File: config.mk
export PLATFORM = sky130hd
export DESIGN_NAME = acc_cpu_core_flat
export DESIGN_NICKNAME = d
export VERILOG_FILES = /design/src/rtl/acc_cpu_pkg.sv /design/src/rtl/acc_cpu_if.sv /design/src/rtl/acc_cpu_alu.sv /design/src/rtl/acc_cpu_core.sv /design/src/flat_wrapper.sv
export SDC_FILE = /design/constraint.sdc
export NUM_CORES = 1
export LEC_CHECK = 0
export BUFFER_PORTS_ARGS = -buffer_cell sky130_fd_sc_hd__clkbuf_2
export CORE_MARGIN = 2
export CORE_UTILIZATION = 52
export DETAILED_ROUTE_END_ITERATION = 12
export GPL_TIMING_DRIVEN = 0
export PLACE_DENSITY_LB_ADDON = 0.3
export SETUP_SLACK_MARGIN = 0.15
export SYNTH_ARGS = -nofsm -noshare
export SYNTH_HDL_FRONTEND = slang
export SYNTH_HIERARCHICAL = 1
export SYNTH_SLANG_ARGS = --single-unit
export TNS_END_PERCENT = 30
File: constraint.sdc
create_clock -name clk -period 3.7 [get_ports clk]
set_input_delay 0.185 -clock clk [delete_from_list [all_inputs] [get_ports clk]]
set_output_delay 0.185 -clock clk [all_outputs]
set_load 0.005 [all_outputs]
File: src/rtl/acc_cpu_pkg.sv
// Shared definitions for the multi-cycle accumulator CPU: opcodes, FSM states, flag positions.
package acc_cpu_pkg;

  localparam int unsigned OpW = 4;

  localparam logic [OpW-1:0] OpNop = 4'h0;
  localparam logic [OpW-1:0] OpLda = 4'h1;
  localparam logic [OpW-1:0] OpSta = 4'h2;
  localparam logic [OpW-1:0] OpAdd = 4'h3;
  localparam logic [OpW-1:0] OpSub = 4'h4;
  localparam logic [OpW-1:0] OpAnd = 4'h5;
  localparam logic [OpW-1:0] OpOr  = 4'h6;
  localparam logic [OpW-1:0] OpXor = 4'h7;
  localparam logic [OpW-1:0] OpLdi = 4'h8;
  localparam logic [OpW-1:0] OpShl = 4'h9;
  localparam logic [OpW-1:0] OpShr = 4'hA;
  localparam logic [OpW-1:0] OpJmp = 4'hB;
  localparam logic [OpW-1:0] OpJz  = 4'hC;
  localparam logic [OpW-1:0] OpJn  = 4'hD;
  localparam logic [OpW-1:0] OpJc  = 4'hE;
  localparam logic [OpW-1:0] OpHlt = 4'hF;

  typedef enum logic [2:0] {
    StFetch  = 3'd0,
    StDecode = 3'd1,
    StMemRd  = 3'd2,
    StMemWr  = 3'd3,
    StExec   = 3'd4,
    StHalted = 3'd5
  } state_e;

  localparam int unsigned FlagZ = 0;
  localparam int unsigned FlagN = 1;
  localparam int unsigned FlagC = 2;

  // Opcodes whose second operand comes from data memory.
  function automatic logic is_mem_alu(logic [OpW-1:0] op);
    return (op == OpLda) || (op == OpAdd) || (op == OpSub) ||
           (op == OpAnd) || (op == OpOr)  || (op == OpXor);
  endfunction

endpackage

File: src/rtl/acc_cpu_if.sv
// Memory request/acknowledge bus; the core is master, the memory is slave.
interface acc_cpu_if #(
  parameter int unsigned AW = 8,
  parameter int unsigned DW = 16
);
  logic          req;
  logic          we;
  logic [AW-1:0] addr;
  logic [DW-1:0] wdata;
  logic [DW-1:0] rdata;
  logic          ack;

  modport master (output req, we, addr, wdata, input rdata, ack);
  modport slave  (input req, we, addr, wdata, output rdata, ack);
endinterface

File: src/rtl/acc_cpu_alu.sv
// Combinational accumulator ALU: computes the new accumulator and {C,N,Z} for acc-writing ops.
module acc_cpu_alu
  import acc_cpu_pkg::*;
#(
  parameter int unsigned DW = 16
) (
  input  logic [OpW-1:0] op_i,
  input  logic [DW-1:0]  acc_i,
  input  logic [DW-1:0]  b_i,
  input  logic           c_i,
  output logic [DW-1:0]  result_o,
  output logic [2:0]     flags_o,
  output logic           acc_we_o
);

  logic c;

  always_comb begin
    result_o = acc_i;
    c        = c_i;
    acc_we_o = 1'b1;
    unique case (op_i)
      OpLda, OpLdi: result_o = b_i;
      OpAdd:        {c, result_o} = {1'b0, acc_i} + {1'b0, b_i};
      OpSub: begin
        result_o = acc_i - b_i;
        c        = acc_i < b_i;
      end
      OpAnd: begin
        result_o = acc_i & b_i;
        c        = 1'b0;
      end
      OpOr: begin
        result_o = acc_i | b_i;
        c        = 1'b0;
      end
      OpXor: begin
        result_o = acc_i ^ b_i;
        c        = 1'b0;
      end
      OpShl: begin
        result_o = {acc_i[DW-2:0], 1'b0};
        c        = acc_i[DW-1];
      end
      OpShr: begin
        result_o = {1'b0, acc_i[DW-1:1]};
        c        = acc_i[0];
      end
      default: acc_we_o = 1'b0;
    endcase

    flags_o        = '0;
    flags_o[FlagZ] = (result_o == '0);
    flags_o[FlagN] = result_o[DW-1];
    flags_o[FlagC] = c;
  end

endmodule

File: src/rtl/acc_cpu_core.sv
// Multi-cycle accumulator CPU with handshaked instruction/data memories and halt/resume.
module acc_cpu_core
  import acc_cpu_pkg::*;
#(
  parameter int unsigned DW = 16,
  parameter int unsigned AW = 8
) (
  input  logic          clk,
  input  logic          rst,
  acc_cpu_if.master     imem,
  acc_cpu_if.master     dmem,
  input  logic          resume,
  output logic [AW-1:0] pc,
  output logic [DW-1:0] acc,
  output logic [2:0]    flags,
  output logic          halted
);

  if (DW < AW + OpW) begin : g_bad_width
    $error("acc_cpu_core: DW must be at least AW + 4");
  end

  state_e        state_q, state_d;
  logic [AW-1:0] pc_q, pc_d;
  logic [DW-1:0] acc_q, acc_d;
  logic [2:0]    flags_q, flags_d;
  logic [DW-1:0] ir_q, ir_d;
  logic [DW-1:0] mdr_q, mdr_d;

  logic [OpW-1:0] op;
  logic [AW-1:0]  operand;
  logic [DW-1:0]  alu_b;
  logic [DW-1:0]  alu_result;
  logic [2:0]     alu_flags;
  logic           alu_we;
  logic           unused_ir;

  assign op        = ir_q[DW-1:DW-OpW];
  assign operand   = ir_q[AW-1:0];
  assign unused_ir = ^ir_q;
  assign alu_b     = (op == OpLdi) ? {{(DW-AW){1'b0}}, operand} : mdr_q;

  acc_cpu_alu #(
    .DW (DW)
  ) u_alu (
    .op_i     (op),
    .acc_i    (acc_q),
    .b_i      (alu_b),
    .c_i      (flags_q[FlagC]),
    .result_o (alu_result),
    .flags_o  (alu_flags),
    .acc_we_o (alu_we)
  );

  always_comb begin
    state_d = state_q;
    pc_d    = pc_q;
    acc_d   = acc_q;
    flags_d = flags_q;
    ir_d    = ir_q;
    mdr_d   = mdr_q;
    unique case (state_q)
      StFetch: begin
        if (imem.ack) begin
          ir_d    = imem.rdata;
          pc_d    = pc_q + AW'(1);
          state_d = StDecode;
        end
      end
      StDecode: begin
        if (is_mem_alu(op))   state_d = StMemRd;
        else if (op == OpSta) state_d = StMemWr;
        else                  state_d = StExec;
      end
      StMemRd: begin
        if (dmem.ack) begin
          mdr_d   = dmem.rdata;
          state_d = StExec;
        end
      end
      StMemWr: begin
        if (dmem.ack) state_d = StFetch;
      end
      StExec: begin
        if (alu_we) begin
          acc_d   = alu_result;
          flags_d = alu_flags;
        end
        // pc was already incremented in FETCH, so a not-taken branch needs no update.
        unique case (op)
          OpJmp:   pc_d = operand;
          OpJz:    if (flags_q[FlagZ]) pc_d = operand;
          OpJn:    if (flags_q[FlagN]) pc_d = operand;
          OpJc:    if (flags_q[FlagC]) pc_d = operand;
          default: ;
        endcase
        state_d = (op == OpHlt) ? StHalted : StFetch;
      end
      StHalted: begin
        if (resume) state_d = StFetch;
      end
      default: state_d = StFetch;
    endcase
  end

  always_ff @(posedge clk or negedge rst) begin
    if (!rst) begin
      state_q <= StFetch;
      pc_q    <= '0;
      acc_q   <= '0;
      flags_q <= '0;
      ir_q    <= '0;
      mdr_q   <= '0;
    end else begin
      state_q <= state_d;
      pc_q    <= pc_d;
      acc_q   <= acc_d;
      flags_q <= flags_d;
      ir_q    <= ir_d;
      mdr_q   <= mdr_d;
    end
  end

  // Fetch state is the reset state, so gate its request while reset is held.
  assign imem.req   = rst && (state_q == StFetch);
  assign imem.we    = 1'b0;
  assign imem.addr  = pc_q;
  assign imem.wdata = '0;

  assign dmem.req   = (state_q == StMemRd) || (state_q == StMemWr);
  assign dmem.we    = (state_q == StMemWr);
  assign dmem.addr  = operand;
  assign dmem.wdata = acc_q;

  assign pc     = pc_q;
  assign acc    = acc_q;
  assign flags  = flags_q;
  assign halted = (state_q == StHalted);

endmodule

File: src/flat_wrapper.sv
// flat-port wrapper written by rule: the top's interface ports become plain ports
module acc_cpu_core_flat import acc_cpu_pkg::*;
#(
  parameter int unsigned DW = 16,
  parameter int unsigned AW = 8
)
  (clk, rst, resume, pc, acc, flags, halted, imem_req, imem_we, imem_addr, imem_wdata, imem_rdata, imem_ack, dmem_req, dmem_we, dmem_addr, dmem_wdata, dmem_rdata, dmem_ack);
  acc_cpu_if #(.AW(AW), .DW(DW)) imem_i ();
  acc_cpu_if #(.AW(AW), .DW(DW)) dmem_i ();
  input  logic clk;
  input  logic rst;
  input  logic resume;
  output logic [AW-1:0] pc;
  output logic [DW-1:0] acc;
  output logic [2:0] flags;
  output logic halted;
  output wire logic [$bits(imem_i.req)-1:0] imem_req;
  output wire logic [$bits(imem_i.we)-1:0] imem_we;
  output wire logic [$bits(imem_i.addr)-1:0] imem_addr;
  output wire logic [$bits(imem_i.wdata)-1:0] imem_wdata;
  input wire logic [$bits(imem_i.rdata)-1:0] imem_rdata;
  input wire logic [$bits(imem_i.ack)-1:0] imem_ack;
  output wire logic [$bits(dmem_i.req)-1:0] dmem_req;
  output wire logic [$bits(dmem_i.we)-1:0] dmem_we;
  output wire logic [$bits(dmem_i.addr)-1:0] dmem_addr;
  output wire logic [$bits(dmem_i.wdata)-1:0] dmem_wdata;
  input wire logic [$bits(dmem_i.rdata)-1:0] dmem_rdata;
  input wire logic [$bits(dmem_i.ack)-1:0] dmem_ack;
  assign imem_req = imem_i.req;
  assign imem_we = imem_i.we;
  assign imem_addr = imem_i.addr;
  assign imem_wdata = imem_i.wdata;
  assign imem_i.rdata = imem_rdata;
  assign imem_i.ack = imem_ack;
  assign dmem_req = dmem_i.req;
  assign dmem_we = dmem_i.we;
  assign dmem_addr = dmem_i.addr;
  assign dmem_wdata = dmem_i.wdata;
  assign dmem_i.rdata = dmem_rdata;
  assign dmem_i.ack = dmem_ack;
  acc_cpu_core #(.DW(DW), .AW(AW)) u_core (.clk(clk), .rst(rst), .imem(imem_i), .dmem(dmem_i), .resume(resume), .pc(pc), .acc(acc), .flags(flags), .halted(halted));
endmodule
Word-level counts from Yosys, hierarchy flattened
Index checks and enable logic that the tools add are counted.
Storage, ports and cells
  latch bits: 0
  word-level logic and storage cells: 80
  memories: 0
  bits in writable memories: 0
  output and inout bits: 80
  memory bits (read-only): 0
  register bits: 62
  input port bits: 37
Operators by class
  div/mod/pow operators: 0
  bitwise operators: 3
  $lt $le $gt $ge: 1
  eq/ne operators: 28
  shift-type cells: 0
  reductions and logical operators: 20
  multiply operators: 0
  $add $sub $neg: 3
  muxes and demuxes: 18
Operator list (count)
  16-bit case mux with 8 select lines: 1
  4-bit == test, second input constant: 8
  8-bit two-way mux: 4
  8-bit case mux with 4 select lines: 1
  3-bit two-way mux: 7
  3-bit case mux with 6 select lines: 1
  16-bit by 16-bit adder with 17-bit output: 1
  16-bit AND: 1
  4-bit by 3-bit == test with 1-bit output, second input constant: 4
  16-bit zero test: 1
  16-bit less-than comparator: 1
  16-bit two-way mux: 1
  16-bit OR: 1
  8-bit case mux with 2 select lines: 1
  16-bit subtractor: 1
  16-bit bitwise XOR: 1
  3-bit by 2-bit != test with 1-bit output, second input constant: 3
  9-bit OR reduction: 1
  8-bit by 1-bit adder with 8-bit output, second input constant: 1
  4-bit by 2-bit == test with 1-bit output, second input constant: 2
  3-bit by 2-bit == test with 1-bit output, second input constant: 2
  3-bit == test, second input constant: 2
  1-bit logical OR: 6
  2-bit != test, second input constant: 3
  16 further kinds: 18

Longest topological paths before layout
Gate-level depths: netlist of run 1.
  depth in word-level cells: 8
  mapped depth: 20
  depth with buffers taken out: 16

Modules after synthesis
Netlist of run 1, hierarchy kept.
By module, submodules not included
  acc_cpu_alu: cells each 489, area an instance 3432.0 um^2, instances 1
  acc_cpu_core: cells each 265, area an instance 3161.8 um^2, instances 1

Least setup slack after synthesis of run 1
No wires, ideal clock.
  path kind: register to register
  start: register u_core.ir_q[13]
  end: register u_core.flags_q[0], in the netlist u_core/flags[0]
  data arrival time: 4.090 ns
  required time: 3.635 ns
  setup slack: -0.454 ns
  buffers on the path: 2
  stages on the path, launching flop included: 16
  cell sequence: dfrtp_1 -> nor3_1 -> and2_2 -> buf_2 -> buf_2 -> mux2_2 -> inv_1 -> ha_1 -> or4_1 -> o211a_1 -> o41a_1 -> and2_1 -> o221a_1 -> or4_1 -> nor4_2 -> mux2_2
Between the ends
  longest elaborated chain between the ends: 5
  elaborated cells between the ends (all ways): 21
  those cells by class: add/sub (2); eq/ne (9); mux (3); bitwise (3); reduce/logical (4)
Ends and longest elaborated chain
  start, declared: RTL line acc_cpu_core.sv:27  | logic [DW-1:0] ir_q, ir_d;
  start signal, assigned: RTL line acc_cpu_core.sv:119  | ir_q <= ir_d;
  4-bit == test (*): RTL line acc_cpu_core.sv:41  | assign alu_b = (op == OpLdi) ? {{(DW-AW){1'b0}}, operand} : mdr_q;
  16-bit two-way mux (*): RTL line acc_cpu_core.sv:41
  net u_core.alu_b[6]: RTL line acc_cpu_core.sv:32  | logic [DW-1:0] alu_b;
  16-bit subtractor / 16-bit by 16-bit adder with 17-bit output (equally long branches): RTL line acc_cpu_alu.sv:26, acc_cpu_alu.sv:24
  16-bit case mux with 8 select lines (*): RTL line acc_cpu_alu.sv:22  | unique case (op_i)
  net u_core.alu_result[11]: RTL line acc_cpu_core.sv:33  | logic [DW-1:0] alu_result;
  16-bit zero test (*): RTL line acc_cpu_alu.sv:53  | flags_o[FlagZ] = (result_o == '0);
  net u_core.alu_flags[0]: RTL line acc_cpu_core.sv:34  | logic [2:0] alu_flags;
  end signal, assigned: RTL line acc_cpu_core.sv:118  | flags_q <= flags_d;
  end, declared: RTL line acc_cpu_core.sv:26  | logic [2:0] flags_q, flags_d;
The timed path passes the listed nets; every way through them passes the cells marked *.
A chain may end at the register's enable or synchronous reset.

Worst setup path after layout of run 1
Same ends and word-level chain as after synthesis.

==> results of run 1 <==
cells by family after synthesis:
logic type | synth area share, %
mux | 11.02
simple gates | 17.80
other cells | 0.05687
flops | 22.01
xor+xnor | 0.5124
fa+ha+maj | 10.47
compound gates | 25.28
buf+inv | 12.85
per-layer routing:
metal	part of all wire, %	vias to the layer above
li1	-	3041
met2	46	416
met4	3.0	0
met3	11	56
met5	0	-
met1	41	3202
repair_timing:
action / 4_1_cts / 5_1_grt
buffers inserted: 19 / 7
pin swaps: 18 / 16
endpoints found under the setup margin: 11 / 11
hold buffers: 1 / 0
hold endpoints to repair: 4 / 0
resized for setup: 95 / 38
synthesized netlist by cell type (all sizes together), types with 6 or more instances:
library cell,n,area share (%)
a221oi,10,1.3
o22ai,8,0.76
a21oi,44,3.5
mux2,56,9.6
nand2,40,2.3
o211ai,12,1.4
o21a,7,0.82
buf,77,8.2
nor3b,7,0.97
a2bb2oi,8,1.1
a32oi,7,0.93
nand3b,7,0.80
a22oi,8,0.91
nor3,14,1.1
nand3,16,1.3
ha,52,9.9
dfrtp,58,22
nor2,23,1.3
nand2b,19,1.9
mux2i,8,1.4
inv,59,3.4
clkbuf,22,1.3
nor2b,16,1.5
and2,8,0.78
a221o,9,1.4
o221ai,6,0.80
o21ai,29,2.3
stage by stage:
stage	utilization, %	std cells	setup TNS [ps]
2_1_floorplan	-	770	-145.4
3_3_place_gp	59.14	1037	-4424
3_5_place_dp	59.16	1037	-4428
4_1_cts	65.64	1073	-1161
5_1_grt	67.14	1080	-2054
6_report	67.14	1080	-1322
critical path: cells and delay by family, from the launching register on:
kind            cells  cell delay, ps
simple gates        6            1830
compound gates      3             930
flops               1             430
buf+inv             4             400
mux                 2             370
fa+ha+maj           1             250
worst max path at each step:
| stage | from | to | slack [ps] | depth (start not counted) |
|---|---|---|---|---|
| floorplan | u_core/ir_q[12] | u_core/flags[0] | -150 | 15 |
| global placement | u_core/ir_q[12] | u_core/flags[0] | -830 | 17 |
| detailed placement | u_core/ir_q[12] | u_core/flags[0] | -860 | 17 |
| CTS | u_core/ir_q[13] | u_core/flags[0] | -550 | 15 |
| global route | u_core/ir_q[13] | u_core/flags[0] | -640 | 16 |
| finish | u_core/ir_q[13] | u_core/flags[0] | -560 | 16 |
sequential cells by signal, summed over array words and instances, names as in the netlist:
name,count
u_core/state_q,3
u_core/acc,16
u_core/flags,3
u_core/mdr_q,16
u_core/imem.addr,8
u_core/ir_q,12
area by class of cell:
| type | count | area (um2) |
|---|---|---|
| Buffer | 99 | 708.2 |
| Clock buffer | 12 | 246.5 |
| Tap cell | 172 | 215.2 |
| Timing Repair Buffer | 122 | 705.7 |
| Clock inverter | 4 | 51.30 |
| Sequential cell | 58 | 1456 |
| Multi-Input combinational cell | 554 | 4790 |
| Fill cell | 1070 | 4113 |
| Inverter | 59 | 231.5 |
==> flow_summary.html, run 1 <==
<table>
<tr><th>Metric</th><th>Value</th></tr>
<tr><th colspan="2">Floorplanning</th></tr>
<tr><td>Area of the die</td><td>13,600 um2</td></tr>
<tr><td>Die Height</td><td>116.6 um</td></tr>
<tr><td>Top-Level Pins</td><td>117</td></tr>
<tr><td>Placement row count</td><td>41</td></tr>
<tr><td>Initial core utilization</td><td>52.68%</td></tr>
<tr><td>Die extent in x</td><td>116.6 um</td></tr>
<tr><td>Floorplan core area</td><td>12,520 um2</td></tr>
<tr><th colspan="2">CTS</th></tr>
<tr><td>Clock root buffer</td><td>clkbuf_16</td></tr>
<tr><td>Clock tree from TritonCTS</td><td>done</td></tr>
<tr><td>Number of CTS-inserted buffers</td><td>9</td></tr>
<tr><td>Bufs on Longest Clock Path</td><td>2</td></tr>
<tr><td># clock sinks</td><td>58</td></tr>
<tr><td>Clock input transition at the sequential cells of the worst setup and hold paths</td><td>50 ps</td></tr>
<tr><td>CTS HTree Levels</td><td>3</td></tr>
<tr><td>Clk_lat worst skew</td><td>340 ps</td></tr>
<tr><th colspan="2">Yosys</th></tr>
<tr><td>Post-synthesis area per instance</td><td>8.745 um2</td></tr>
<tr><td>Post-synthesis sequential element count</td><td>58</td></tr>
<tr><td>Sequential element share of the synthesized area</td><td>22.01%</td></tr>
<tr><td>Cell variety after synth</td><td>94</td></tr>
<tr><td>Count of flip-flops with a built-in enable after synthesis</td><td>0</td></tr>
<tr><td>Synth warn</td><td>6</td></tr>
<tr><td>Post-Synthesis Cells</td><td>754</td></tr>
<tr><td>Most instantiated flip-flop cell in the synthesis netlist</td><td>dfrtp_1</td></tr>
<tr><td>Cell area after technology mapping</td><td>6594 um2</td></tr>
<tr><td>Synth async-reset ratio</td><td>100.0%</td></tr>
<tr><th colspan="2">Layout</th></tr>
<tr><td>Area Overhead vs Synth</td><td>27.46%</td></tr>
<tr><td>Most frequent cells in the layout</td><td>94 x clkbuf_2, 78 x buf_4, 54 x dfrtp_1, 48 x inv_1, 47 x mux2_2</td></tr>
<tr><td>Final design instance area without fill</td><td>8404 um2</td></tr>
<tr><td>Ant. Diodes</td><td>0</td></tr>
<tr><td>Layout cell share with drive strength beyond 1</td><td>40.20%</td></tr>
<tr><td>Final #Nets</td><td>994</td></tr>
<tr><td>Most frequent standard cell in the layout excluding fill and tap cells</td><td>clkbuf_2</td></tr>
<tr><th colspan="2">Detailed routing</th></tr>
<tr><td>Post-detailed-route DRC marker count</td><td>0</td></tr>
<tr><td>Count of vias placed by the detailed router</td><td>6,715</td></tr>
<tr><td>Drt total wl</td><td>21.32 mm</td></tr>
<tr><td>Number of nets with antenna violations after routing</td><td>0</td></tr>
<tr><td>Count of routing violations after the opening detailed-route iteration</td><td>779</td></tr>
<tr><td>First-pass detailed-route iteration total</td><td>6</td></tr>
<tr><td>Mean routed wirelength per cell</td><td>19.74 um</td></tr>
<tr><td>Detailed-route vias per instance</td><td>6.218</td></tr>
<tr><th colspan="2">Global route</th></tr>
<tr><td>Initial antenna violation count</td><td>1</td></tr>
<tr><td>Met1 Use GR</td><td>42.94%</td></tr>
<tr><td>Overall Global Routing Usage</td><td>31.54%</td></tr>
<tr><td>Global route hottest layer</td><td>met2</td></tr>
<tr><td>Global-route wire length before repair</td><td>33.01 mm</td></tr>
<tr><td>Total global routing overflow</td><td>0</td></tr>
<tr><td>Pin count of the biggest net entering global routing</td><td>60</td></tr>
<tr><td>Met3 usage in global routing</td><td>6.331%</td></tr>
<tr><td>Via count of the first global-routing pass</td><td>6,187</td></tr>
<tr><td>M2 GR Usage</td><td>48.84%</td></tr>
<tr><th colspan="2">Worst hold path</th></tr>
<tr><td>Hold Crit Depth</td><td>3</td></tr>
<tr><td>Sink of the worst hold path</td><td>u_core/ir_q[0]</td></tr>
<tr><td>Hold path start</td><td>imem_rdata[0]</td></tr>
<tr><td>Class of the most critical hold timing path</td><td>input pin to flop</td></tr>
<tr><th colspan="2">STA</th></tr>
<tr><td>Final Slew Violations</td><td>0</td></tr>
<tr><td>Final worst path period share</td><td>115.2%</td></tr>
<tr><td>Time the final worst path needs with I/O delays and setup</td><td>4263 ps</td></tr>
<tr><td>Smallest hold slack</td><td>54.45 ps</td></tr>
<tr><td>Worst relative slew slack</td><td>44.06%</td></tr>
<tr><td>Transition time at the pin with the least slew margin</td><td>839.1 ps</td></tr>
<tr><td># setup viols final</td><td>7</td></tr>
<tr><td>Unrepaired setup endpoints after global routing</td><td>true</td></tr>
<tr><td>Crit path setup slack, layout</td><td>-563.1 ps</td></tr>
<tr><td>Highest clock rate</td><td>234.6 MHz</td></tr>
<tr><td>Clock skew after layout</td><td>9.555 ps</td></tr>
<tr><td>Final hold violations</td><td>0</td></tr>
<tr><th colspan="2">Critical path</th></tr>
<tr><td>Crit-path slowest cell</td><td>or4_4</td></tr>
<tr><td>Reg-to-reg setup timing slack</td><td>-560 ps</td></tr>
<tr><td>Startpoint of the lowest-slack register-to-register path</td><td>u_core/ir_q[13]</td></tr>
<tr><td>Peak per-stage delay on the critical path</td><td>580 ps</td></tr>
<tr><td>Highest net fanout along the worst path</td><td>6</td></tr>
<tr><td>Critical path, cell by cell</td><td>nor3_4 &gt; and2_4 &gt; buf_8 &gt; buf_6 &gt; buf_8 &gt; mux2_4 &gt; inv_2 &gt; ha_2 &gt; or4_4 &gt; o211a_1 &gt; o41a_1 &gt; and2_1 &gt; o221a_1 &gt; or4_4 &gt; nor4_4 &gt; mux2_4</td></tr>
<tr><td>Number of cells on the worst reg-to-reg path</td><td>16</td></tr>
<tr><td>Data required time at the worst endpoint</td><td>3980 ps</td></tr>
<tr><td>FF-to-FF End</td><td>u_core/flags[0]</td></tr>
<tr><td>Critical Path AT</td><td>4540 ps</td></tr>
<tr><td>Type of the worst setup path</td><td>flop to flop</td></tr>
<tr><td>Type of element launching the critical path</td><td>flop</td></tr>
<tr><td>Critical Path Sink Type</td><td>flop</td></tr>
<tr><th colspan="2">Placed design</th></tr>
<tr><td>Pre-CTS setup slack</td><td>-858.8 ps</td></tr>
<tr><td>Cell area reported after detailed placement</td><td>7405 um2</td></tr>
<tr><td>Placed wire-length estimate after detailed placement</td><td>14.78 mm</td></tr>
<tr><td>Number of buffer cells added on primary ports</td><td>95</td></tr>
<tr><td>Last weighted congestion value of the routability-driven placer</td><td>0.9735</td></tr>
<tr><th colspan="2">Flow run</th></tr>
<tr><td>Max Cap Violations</td><td>0</td></tr>
<tr><th colspan="2">Run status</th></tr>
<tr><td>Outcome</td><td>finished with violations</td></tr>
<tr><td>Failing checks</td><td>setup timing</td></tr>
</table>
Power of run 1 is not shown: default switching activity piles up to over one toggle a cycle in this logic, so the estimate is an artifact.
==> run 2: changes to the inputs <==
==> constraint.sdc (replaced) <==
create_clock -name clk -period 3.7 [get_ports clk]
set_input_delay 0.555 -clock clk [delete_from_list [all_inputs] [get_ports clk]]
set_output_delay 0.555 -clock clk [all_outputs]
set_load 0.005 [all_outputs]
==> flow_summary.html, run 2 (synthesis gave the netlist of run 1 again) <==
<table>
<tr><th>Metric</th><th>Value</th></tr>
<tr><th colspan="2">Detailed routing</th></tr>
<tr><td>Mean routed wirelength per cell</td><td>19.79 um</td></tr>
<tr><td>Detailed-route vias per instance</td><td>6.222</td></tr>
<tr><td>First-pass detailed-route iteration total</td><td>6</td></tr>
<tr><td>Drt total wl</td><td>21.38 mm</td></tr>
<tr><td>Count of routing violations after the opening detailed-route iteration</td><td>766</td></tr>
<tr><td>Post-detailed-route DRC marker count</td><td>0</td></tr>
<tr><td>Count of vias placed by the detailed router</td><td>6,720</td></tr>
<tr><td>Number of nets with antenna violations after routing</td><td>0</td></tr>
<tr><th colspan="2">Layout</th></tr>
<tr><td>Layout cell share with drive strength beyond 1</td><td>40.24%</td></tr>
<tr><td>Fillcell total</td><td>1,070</td></tr>
<tr><td>Layout Cells excl Fill</td><td>1,080</td></tr>
<tr><td>Most frequent standard cell in the layout excluding fill and tap cells</td><td>clkbuf_2</td></tr>
<tr><td>Most frequent cells in the layout</td><td>94 x clkbuf_2, 78 x buf_4, 54 x dfrtp_1, 48 x inv_1, 47 x mux2_2</td></tr>
<tr><td>Area Overhead vs Synth</td><td>27.34%</td></tr>
<tr><td>Final design instance area without fill</td><td>8397 um2</td></tr>
<tr><td>Final #Nets</td><td>993</td></tr>
<tr><th colspan="2">CTS</th></tr>
<tr><td>CTS HTree Levels</td><td>3</td></tr>
<tr><td>Clk_lat worst skew</td><td>350 ps</td></tr>
<tr><td># hold bufs at CTS</td><td>0</td></tr>
<tr><td>Bufs on Longest Clock Path</td><td>2</td></tr>
<tr><td>Clock input transition at the sequential cells of the worst setup and hold paths</td><td>60 ps</td></tr>
<tr><td>Clock root buffer</td><td>clkbuf_16</td></tr>
<tr><td># clock sinks</td><td>58</td></tr>
<tr><td>Number of CTS-inserted buffers</td><td>9</td></tr>
<tr><td>Clock tree from TritonCTS</td><td>done</td></tr>
<tr><th colspan="2">Placed design</th></tr>
<tr><td>Cell area reported after detailed placement</td><td>7405 um2</td></tr>
<tr><td>Placed wire-length estimate after detailed placement</td><td>14.78 mm</td></tr>
<tr><td>Number of buffer cells added on primary ports</td><td>95</td></tr>
<tr><td>Post-Place Cells</td><td>1,037</td></tr>
<tr><td>Last weighted congestion value of the routability-driven placer</td><td>0.9735</td></tr>
<tr><th colspan="2">Floorplanning</th></tr>
<tr><td>Die Height</td><td>116.6 um</td></tr>
<tr><td>Floorplan core area</td><td>12,520 um2</td></tr>
<tr><td>Placement row count</td><td>41</td></tr>
<tr><td>Area of the die</td><td>13,600 um2</td></tr>
<tr><td>Top-Level Pins</td><td>117</td></tr>
<tr><td>Initial core utilization</td><td>52.68%</td></tr>
<tr><td>Die extent in x</td><td>116.6 um</td></tr>
<tr><th colspan="2">Worst hold path</th></tr>
<tr><td>Class of the most critical hold timing path</td><td>input pin to asynchronous set/reset pin</td></tr>
<tr><th colspan="2">STA</th></tr>
<tr><td># setup viols final</td><td>7</td></tr>
<tr><td>Clock skew after layout</td><td>9.086 ps</td></tr>
<tr><td>Time the final worst path needs with I/O delays and setup</td><td>4255 ps</td></tr>
<tr><td>Crit path setup slack, layout</td><td>-555.5 ps</td></tr>
<tr><td>Highest clock rate</td><td>235.0 MHz</td></tr>
<tr><td>Final hold violations</td><td>0</td></tr>
<tr><td>Transition time at the pin with the least slew margin</td><td>841.0 ps</td></tr>
<tr><td>Unrepaired setup endpoints after global routing</td><td>true</td></tr>
<tr><td>Worst relative slew slack</td><td>43.93%</td></tr>
<tr><td>Final Slew Violations</td><td>0</td></tr>
<tr><td>Smallest hold slack</td><td>308.7 ps</td></tr>
<tr><td>Final worst path period share</td><td>115.0%</td></tr>
<tr><th colspan="2">Global route</th></tr>
<tr><td>Global-route wire length before repair</td><td>32.98 mm</td></tr>
<tr><td>M2 GR Usage</td><td>48.84%</td></tr>
<tr><td>Total global routing overflow</td><td>0</td></tr>
<tr><td>Pin count of the biggest net entering global routing</td><td>60</td></tr>
<tr><td>Overall Global Routing Usage</td><td>31.52%</td></tr>
<tr><td>Met1 Use GR</td><td>42.88%</td></tr>
<tr><td>Met3 usage in global routing</td><td>6.331%</td></tr>
<tr><td>Global route hottest layer</td><td>met2</td></tr>
<tr><td>Via count of the first global-routing pass</td><td>6,182</td></tr>
<tr><td>Initial antenna violation count</td><td>1</td></tr>
<tr><th colspan="2">Critical path</th></tr>
<tr><td>Type of the worst setup path</td><td>flop to flop</td></tr>
<tr><td>Critical Path Source</td><td>u_core/ir_q[13]</td></tr>
<tr><td>Critical Path AT</td><td>4540 ps</td></tr>
<tr><td>Type of element launching the critical path</td><td>flop</td></tr>
<tr><td>Startpoint of the lowest-slack register-to-register path</td><td>u_core/ir_q[13]</td></tr>
<tr><td>Highest net fanout along the worst path</td><td>6</td></tr>
<tr><td>Reg-to-reg setup timing slack</td><td>-560 ps</td></tr>
<tr><td>Critical Path Sink Type</td><td>flop</td></tr>
<tr><td>Data required time at the worst endpoint</td><td>3980 ps</td></tr>
<tr><th colspan="2">Run status</th></tr>
<tr><td>Failing checks</td><td>setup timing</td></tr>
<tr><td>Outcome</td><td>finished with violations</td></tr>
<tr><th colspan="2">Flow run</th></tr>
<tr><td>Max Cap Violations</td><td>0</td></tr>
</table>
## run 2: worst paths after layout
path | cells past startpoint | end
max | 16 | u_core/flags[0]
min | 1 | u_core/acc[10]
max reg2reg | 16 | u_core/flags[0]
min reg2reg | 1 | u_core/mdr_q[3]
max in group asynchronous | 1 | u_core/ir_q[15]
min in group clk | 3 | u_core/ir_q[0]
## run 2: cell type report
type	instances	area, um2	share of cell area [%]
multi-input cells	554	4790	57.04
diodes	1	2.502	0.02980
clock buffers	12	246.5	2.935
clock inverters	4	51.30	0.6109
flip-flops and latches	58	1456	17.34
plain buffers	99	708.2	8.434
well taps	172	215.2	2.563
inverters	59	231.5	2.757
repair buffers	121	695.7	8.285
## run 2: critical path: stages, from the launching register on
cell     delay (ps)
dfrtp_2         430
nor3_4          190
and2_4          170
buf_8           120
buf_6           100
buf_8           110
mux2_4          190
inv_2            60
ha_2            250
or4_4           510
o211a_1         260
o41a_1          420
and2_1          210
o221a_1         250
or4_4           580
nor4_4          150
mux2_4          180
## run 2: metrics by stage
| step | util (%) | worst slack [ps] | setup TNS [ps] |
|---|---|---|---|
| 3_5_place_dp | 59.16 | -858.8 | -4428 |
| 5_1_grt | 67.06 | -635.2 | -2054 |
| 2_1_floorplan | - | -145.4 | -145.4 |
| 3_3_place_gp | 59.14 | -828.9 | -4424 |
| 4_1_cts | 65.56 | -545.2 | -1161 |
| 6_report | 67.08 | -555.5 | -1292 |
## run 2: timing repair
action | CTS | global route
setup endpoints to repair | 11 | 11
pin swaps | 18 | 16
gates resized for setup | 95 | 38
setup buffers | 19 | 7
## run 2: per-layer routing
layer	up-vias	routed length, um
li1	3041	-
met1	3206	8754
met2	411	9707
met3	62	2261
met4	0	653
met5	-	0
Power of run 2 is left out for the same reason.
